===== src/rtl/cu_pkg.sv =====
// cu_pkg: op codes, queue entry layout and write-back helpers shared by wb_retire_queue.
package cu_pkg;
  localparam int XLEN_MAX = 64;
  typedef enum logic [5:0] {
    CU_ERROR = 6'd0, CU_ADD, CU_ADDI, CU_SUB, CU_AND, CU_OR, CU_XOR, CU_SLL, CU_SRL, CU_SRA,
    CU_SLT, CU_SLTU, CU_LUI, CU_AUIPC, CU_JAL, CU_JALR,
    CU_BEQ, CU_BNE, CU_BLT, CU_BGE, CU_BLTU, CU_BGEU,
    CU_LB, CU_LH, CU_LW, CU_LBU, CU_LHU, CU_LD, CU_LWU,
    CU_SB, CU_SH, CU_SW, CU_SD
  } cuOPType;
  // Fields are sized for the widest datapath; narrower builds zero-fill the top.
  typedef struct packed {
    cuOPType op;
    logic [4:0] rd;
    logic [XLEN_MAX-1:0] pc;
    logic [XLEN_MAX-1:0] alu;
    logic [XLEN_MAX-1:0] imm;
    logic [2:0] addr_lo;
  } wb_entry_t;
  function automatic logic is_load(cuOPType op);
    return op inside {CU_LB, CU_LH, CU_LW, CU_LBU, CU_LHU, CU_LD, CU_LWU};
  endfunction
  function automatic logic writes_rd(cuOPType op);
    return !(op inside {CU_ERROR, CU_BEQ, CU_BNE, CU_BLT, CU_BGE, CU_BLTU, CU_BGEU,
                        CU_SB, CU_SH, CU_SW, CU_SD});
  endfunction
  function automatic logic [XLEN_MAX-1:0] load_extend(cuOPType op, logic [XLEN_MAX-1:0] rdata,
                                                      logic [2:0] addr_lo);
    logic [XLEN_MAX-1:0] sh;
    sh = rdata >> {addr_lo, 3'b000};
    case (op)
      CU_LB:   return {{56{sh[7]}}, sh[7:0]};
      CU_LH:   return {{48{sh[15]}}, sh[15:0]};
      CU_LW:   return {{32{sh[31]}}, sh[31:0]};
      CU_LBU:  return {56'b0, sh[7:0]};
      CU_LHU:  return {48'b0, sh[15:0]};
      CU_LWU:  return {32'b0, sh[31:0]};
      default: return sh;
    endcase
  endfunction
endpackage


===== src/rtl/wb_fifo.sv =====
// wb_fifo: synchronous FIFO of T entries with a combinational view of the head entry.
module wb_fifo #(
  parameter type T = logic [7:0],
  parameter int DEPTH = 4
) (
  input  logic clk,
  input  logic rst,
  input  logic push,
  input  T     din,
  input  logic pop,
  output logic full,
  output logic empty,
  output T     head
);
  localparam int AW = $clog2(DEPTH);
  T mem [DEPTH];
  logic [AW-1:0] rp, wp;
  logic [AW:0] cnt;
  logic do_push, do_pop;
  assign full = cnt == (AW+1)'(DEPTH);
  assign empty = cnt == '0;
  assign head = mem[rp];
  assign do_push = push & !full;
  assign do_pop = pop & !empty;
  always_ff @(posedge clk) begin
    if (do_push) mem[wp] <= din;
  end
  always_ff @(posedge clk) begin
    if (rst) begin
      rp <= '0;
      wp <= '0;
      cnt <= '0;
    end else begin
      rp <= rp + AW'(do_pop);
      wp <= wp + AW'(do_push);
      cnt <= cnt + (AW+1)'(do_push) - (AW+1)'(do_pop);
    end
  end
endmodule


===== src/rtl/wb_retire_queue.sv =====
// wb_retire_queue: in-order write-back queue; loads wait at the head for memory data.
// WB_BYPASS_EN: a non-load arriving at an empty queue is written to the RF registers directly.
module wb_retire_queue
  import cu_pkg::*;
#(
  parameter int XLEN = 32,
  parameter int DEPTH = 4
) (
  input  logic                      clk,
  input  logic                      rst,
  input  logic                      in_valid,
  output logic                      in_ready,
  input  logic [5:0]                in_op,
  input  logic [4:0]                in_rd,
  input  logic [XLEN-1:0]           in_pc,
  input  logic [XLEN-1:0]           in_alu,
  input  logic [XLEN-1:0]           in_imm,
  input  logic [$clog2(XLEN/8)-1:0] in_addr_lo,
  input  logic                      mem_rvalid,
  input  logic [XLEN-1:0]           mem_rdata,
  output logic                      rf_we,
  output logic [4:0]                rf_waddr,
  output logic [XLEN-1:0]           rf_wdata,
  output logic                      busy,
  output logic                      err_unexp_rsp
);
  wb_entry_t e_in, head, src;
  cuOPType op_in;
  logic full, empty, enq, byp, push, retire, do_wr, wr, armed;
  logic [XLEN_MAX-1:0] lui_v, res;
  // LD/LWU do not exist on a 32-bit datapath; they degrade to a silent error op.
  assign op_in = (XLEN == 32 && (cuOPType'(in_op) inside {CU_LD, CU_LWU})) ? CU_ERROR : cuOPType'(in_op);
  assign e_in = '{op: op_in, rd: in_rd, pc: 64'(in_pc), alu: 64'(in_alu), imm: 64'(in_imm),
                  addr_lo: 3'(in_addr_lo)};
  assign in_ready = !full;
  assign enq = in_valid & in_ready;
`ifdef WB_BYPASS_EN
  assign byp = enq & empty & !is_load(op_in);
`else
  assign byp = 1'b0;
`endif
  assign push = enq & !byp;
  assign retire = !empty & (!is_load(head.op) | mem_rvalid);
  assign do_wr = retire | byp;
  assign src = byp ? e_in : head;
  assign wr = do_wr & writes_rd(src.op) & (src.rd != 5'd0);
  assign lui_v = {{32{src.imm[31]}}, src.imm[31:12], 12'b0};
  assign res = is_load(src.op) ? load_extend(src.op, 64'(mem_rdata), src.addr_lo)
             : src.op == CU_LUI ? lui_v
             : src.op == CU_AUIPC ? src.pc + lui_v
             : (src.op == CU_JAL || src.op == CU_JALR) ? src.pc + 64'd4
             : src.alu;
  assign busy = !empty | rf_we;
  wb_fifo #(.T(wb_entry_t), .DEPTH(DEPTH)) u_fifo (
    .clk(clk), .rst(rst), .push(push), .din(e_in), .pop(retire),
    .full(full), .empty(empty), .head(head)
  );
  // Responses are only policed once a post-reset load exists, so stale data is ignored.
  always_ff @(posedge clk) begin
    if (rst) begin
      rf_we <= 1'b0;
      rf_waddr <= '0;
      rf_wdata <= '0;
      err_unexp_rsp <= 1'b0;
      armed <= 1'b0;
    end else begin
      rf_we <= wr;
      if (wr) begin
        rf_waddr <= src.rd;
        rf_wdata <= res[XLEN-1:0];
      end
      armed <= armed | (push & is_load(op_in));
      err_unexp_rsp <= err_unexp_rsp | (mem_rvalid & armed & (empty | !is_load(head.op)));
    end
  end
  logic unused_imm;
  assign unused_imm = ^{src.imm[XLEN_MAX-1:32], src.imm[11:0]};
  if (XLEN < XLEN_MAX) begin : g_narrow
    logic unused_hi;
    assign unused_hi = ^res[XLEN_MAX-1:XLEN];
  end
endmodule


===== config.mk =====
export PLATFORM = sky130hd
export DESIGN_NAME = wb_retire_queue
export DESIGN_NICKNAME = d
export VERILOG_FILES = /design/src/rtl/cu_pkg.sv /design/src/rtl/wb_fifo.sv /design/src/rtl/wb_retire_queue.sv
export SDC_FILE = /design/constraint.sdc
export NUM_CORES = 1
export LEC_CHECK = 0
export ABC_CLOCK_PERIOD_IN_PS = 9200
export CORE_MARGIN = 2
export CORE_UTILIZATION = 52
export DETAILED_ROUTE_END_ITERATION = 8
export GPL_TIMING_DRIVEN = 0
export PLACE_DENSITY = 0.77
export SLEW_MARGIN = 40
export SYNTH_ARGS = -nofsm -noshare
export SYNTH_HDL_FRONTEND = slang
export SYNTH_SLANG_ARGS = --single-unit

===== constraint.sdc =====
create_clock -name clk -period 9.2 [get_ports clk]
set_input_delay 1.84 -clock clk [delete_from_list [all_inputs] [get_ports clk]]
set_output_delay 1.84 -clock clk [all_outputs]
set_load 0.03 [all_outputs]

Word level (Yosys, flattened, before mapping). Memory sizes are Yosys's and may differ from the RTL's. A register that Yosys moved wholly into a read port is not among the register bits. Cells that the tools add are included.

Word-level logic and storage cells: 82. Memories: 1. RAM bits: 436. Register bits: 47. Output and inout port bits: 41. Input port bits: 145.

Bitwise logic cells: 14. Shifts and indexed selects: 1. Add/subtract/negate cells: 6. Muxes and demuxes: 9. Equality and inequality tests: 31. Reduce and logical (&&, ||, !) cells: 12.

Memories: u_fifo.mem (depth 4, bits a word 109, read ports 1, clocked after memory_dff 1, wr ports 1, line wb_fifo.sv:16) `T mem [DEPTH];`.

Operators with widths (number): $pmux 32 s6 (1); $eq 6x5->1 const B (25); $mux 32 (4); $add 32x3->32 const B (1); $add 32x32->32 (1); $shr 32x6->32 (1); $eq 6x4->1 const B (4); $reduce_bool 7->1 (2); $reduce_bool 11->1 (1); $and 1x1->1 (9); $eq 6x6->1 const B (1); $logic_not 6->1 (1); $mux 6 (1); $or 1x1->1 (5); $reduce_bool 5->1 (1); $add 2x1->2 (2); $logic_not 1->1 (4); $add 3x1->3 (1); $eq 3x3->1 const B (1); $logic_not 3->1 (1); $sub 3x1->3 (1); $mux 1 (2); $mux 2 (1); $reduce_bool 2->1 (1); $logic_or 1x1->1 (1).

Longest topological paths before layout.
Depth in word-level cells: 8. Depth in mapped cells: 18. Mapped depth without buffers: 13.

By module. From an unflattened synthesis, not the netlist that was laid out.

Cell total of the unflattened synthesis: 1776. Area total of the unflattened synthesis: 34845.9 um2.

By module, submodules not included: wb_fifo (times used 1, area an instance 30045.1 um2, cells each 1111, sequential area each 24883.9 um2); wb_retire_queue (times used 1, area an instance 4800.9 um2, cells each 665, sequential area each 800.8 um2).

Worst setup path before layout. No wires, ideal clock.

Path type: input to register. Start: in in_valid. End: mem u_fifo.mem[2][0] (netlist name) (enable). Required time: 8.508 ns. Path slack: -0.493 ns. Path buffers: 0. Setup time: 0.692 ns. Data arrival time: 9.001 ns. Cell stages on the path: 2. Cells stage by stage: nand2_1 > nor3b_1.

Longest elaborated chain between the ends: 4.

Ends and longest elaborated chain: start: declaration (line wb_retire_queue.sv:11) `input logic in_valid,`; $and 1x1->1 (line wb_retire_queue.sv:36) `assign enq = in_valid & in_ready;`; $and 1x1->1 (line wb_fifo.sv:23) `assign do_push = push & !full;`; $mux 1 (line wb_fifo.sv:26) `if (do_push) mem[wp] <= din;`; $mux 1 (not written as such) (line wb_fifo.sv:26); end: declaration (line wb_fifo.sv:16).

Every way passes these cells.

==> results_dict.tcl <==
set metrics [dict create \
    hold_start "err_unexp_rsp$_SDFF_PP0_" \
    tritoncts "built" \
    worst_slack_ns 3.30 \
    p_sw_w 0.00285 \
    die_h_um 195 \
    synth_seq_cells 435 \
    synth_warnings 0 \
    cp.required_ns 9.63 \
    core_area_um2 36300 \
    antenna_found_initial 2 \
    synth-compound-area-share_pct 7.56 \
    rsz0062_at_grt "no" \
    fmax_ghz 0.170 \
    place_area_um2 21700 \
    cts-htree-levels 2 \
    grt_pass1_vias 12000 \
    power.density_nw_per_um2 329 \
    syn-cell-area_um2 19000 \
    hold_violations 0 \
    cts_setup_buffers 0 \
    setup_viol_count_final 0 \
    cts_resized 0 \
    critPathLaunchType "flip-flop" \
    layout_min_cycle_time_ns 5.90 \
    rows 70 \
    hp-class "reg2reg" \
    crit_fanout 10 \
    synth-simple-area-share_pct 7.26 \
    antenna_left 0 \
    synth_top_area_share_pct 61.3 \
    muxShareOfSynthArea_pct 12.9 \
    mostFrequentLayoutCell "edfxtp_1" \
    die_x_um 195 \
    cp_cell_sequence "buf_4, buf_4, buf_6, buf_2, buf_2, buf_1, buf_2, mux4_2, ha_1, clkbuf_1, nand3_1, o2bb2ai_1, nor4b_1, a221oi_1, o31ai_1, xnor2_1, a221o_1, a2111oi_2" \
    final_cell_area_um2 23100 \
    crit_arrival_ns 6.33 \
    track_usage_pct 27.1 \
    initial_utilization_pct 52.4 \
    async_reset_ff_share_pct 0 \
    finalClockSkew_ns 0.0156 \
    comb_power_share_pct 44.4 \
    ys_types 80 \
    via_per_inst 6.18 \
    synth_xor_area_share_pct 2.07 \
    cts_inserted_buffers 44 \
    grt_max_degree 37 \
    worst_path_max_delay_cell "buf_1" \
    hold_slack_ns 0.445 \
    clk_latency_ns 0.54 \
    p_sw_share_pct 37.6 \
    drive_above_1_share_pct 16.1 \
    crit_path_end_kind "flip-flop" \
    path_clk_slew_ns 0.06 \
    cpPeakStageDelay_ns 0.61 \
    r2r_cells 18 \
    synth_edf_count 388 \
    cap_viol_max_count 0 \
    cts_root_buffer "clkbuf_16" \
    maxSlewViolCount 0 \
    reg2reg_slack_ns 3.30 \
    intPower_w 0.00474 \
    synthesis.nets 1369 \
    drtIter0Drc 1280 \
    hold_depth 2 \
    finalWeightedCongestion 0.929 \
    r2r_end "rf_wdata[31]$_SDFFE_PP0P_" \
    critPathKind "reg2reg" \
    seq_area_frac_synth_pct 66.3 \
    synth-main-ff-cell "edfxtp_1" \
    ios 186 \
    cts_hold_buf 0 \
    clkPwrFrac_pct 22.3 \
    p_seq_share_pct 33.3 \
    die_area_um2 38100 \
    worstHoldEndpoint "err_unexp_rsp$_SDFF_PP0_" \
    grt_pass1_wl_um 76000 \
    vias 12100 \
    synth.area.top_cells "edfxtp_1 61%, mux4_2 10%, dfxtp_1 5.0%" \
    syn_inst 1198 \
    power.leakage_nw 7.70 \
    clock_path_buffers 3 \
    fin_nets 1625 \
    ir_drop_mv 0.179 \
    cp_common_cell "buf_2" \
    r2r-start "u_fifo.rp[1]$_SDFF_PP0_" \
    drc 0 \
    min_period_over_period_pct 64.1 \
    outcome "completed" \
    synth_top_family_by_area "multiplexers" \
    wl_um 51100 \
    syn_avg_cell_area_um2 15.9 \
    grt_overflow 0 \
    synth_adder_area_share_pct 1.79 \
    clkSinkCount 435 \
    drt_first_pass_iters 6 \
    port_buffers 173 \
    wl_per_cell_um 26.1 \
    max-slew-margin-rel_pct 44.7 \
    dp_slack_ns 3.33 \
    fill_cells 2613 \
    tightest_slew_ns 0.830 \
    dp_hpwl_um 37600 \
    areaGrowthSynthToFinish_pct 21.7 \
    yosysTopAreaCell "edfxtp_1" \
    layout_common_cells "388 x edfxtp_1, 173 x clkdlybuf4s50_1, 91 x nand2_1" \
]
[per-stage QoR]
stage,TNS (ns),total power [W],std cells,utilization (%)
floorplan,0,0.00478,1198,-
global placement,-747.02,0.00585,1839,58.8
detailed placement,0,0.00586,1876,59.9
CTS,0,0.00756,1956,63.7
global route,0,0.00793,1956,63.7
finish,0,0.00760,1958,63.8
[power by group through the flow]
stage / logic (W) / clock network, W / registers, W
floorplan: 0.00210 / 0 / 0.00268
global placement: 0.00322 / 0 / 0.00262
detailed placement: 0.00330 / 0 / 0.00257
CTS: 0.00332 / 0.00172 / 0.00253
global route: 0.00360 / 0.00179 / 0.00254
finish: 0.00337 / 0.00169 / 0.00253
[cell usage after synthesis (5+ instances only)]
cell type and number:
nor4_1 7, o21ai_0 30, buf_4 5, o221ai_1 11, and3_1 7, a221oi_1 15
a21oi_1 59, nand2_1 91, nand2b_1 9, o211ai_1 10, a211oi_1 24, buf_1 5
nor3_1 23, o22ai_1 5, clkbuf_1 26, mux2i_1 31, nor2b_1 18, or3_1 7
mux4_1 5, inv_1 15, buf_2 20, dfxtp_1 47, mux4_2 88, nand3b_1 6
xor2_1 15, and2_1 9, o21ai_1 7, ha_1 24, nand3_1 13, edfxtp_1 388
xnor2_1 30, o31ai_1 9, nor2_1 64
[final cells by class]
type	instances	area, µm²	share of cell area [%]
well taps	468	586	2.53
diodes	2	5.00	0.0217
clock inverters	20	149	0.644
inverters	15	56.3	0.244
plain buffers	62	353	1.53
repair buffers	210	2120	9.15
flip-flops and latches	435	12600	54.5
clock buffers	60	1230	5.33
multi-input cells	686	6030	26.1
[how the worst max path moves through the flow]
stage	start	to	cells past startpoint
final	u_fifo.rp[1]$_SDFF_PP0_	rf_wdata[31]$_SDFFE_PP0P_	18
after global routing	u_fifo.rp[1]$_SDFF_PP0_	rf_wdata[31]$_SDFFE_PP0P_	18
after CTS	u_fifo.rp[1]$_SDFF_PP0_	rf_wdata[31]$_SDFFE_PP0P_	18
after detailed placement	u_fifo.rp[1]$_SDFF_PP0_	rf_wdata[31]$_SDFFE_PP0P_	18
after global placement	in_valid	u_fifo.mem[0][32]$_DFFE_PP_	3
after floorplan	in_valid	u_fifo.mem[0][0]$_DFFE_PP_	2
[layer usage]
layer / up-vias / track usage (%) / routed length [µm]
met5: - / 0 / 0
met1: 6097 / 39.8 / 21700
met2: 613 / 42.7 / 23900
met4: 0 / 7.41 / 1250
li1: 5318 / - / -
met3: 80 / 4.21 / 4150
[worst max-delay path: cells and delay by family, from the launching register on]
kind / cells / cell delay, ns
AO/OA/AOI/OAI: 5 / 1.58
adder cells (fa/ha/maj): 1 / 0.31
multiplexers: 1 / 0.44
XOR/XNOR: 1 / 0.16
flip-flops: 1 / 0.32
buffers and inverters: 8 / 2.67
AND/OR/NAND/NOR: 2 / 0.30
[logic make-up (layout without fill, tap and decap cells)]
logic type	after synthesis	count (layout)
DFF	435	435
other	0	2
xor gates and xnor gates	45	45
buffers and inverters	77	367
and+or+nand+nor	278	278
adders and majority gates	26	26
muxes	126	126
AOI/OAI and AO/OA	211	211
[sequential cells by signal, indices dropped and copies added, names as in the netlist]
signal,flops
rf_wdata,32
u_fifo.mem,388
armed,1
u_fifo.cnt,3
u_fifo.wp,2
u_fifo.rp,2
rf_waddr,5
rf_we,1
err_unexp_rsp,1
Power figures use the tool's default switching activity.
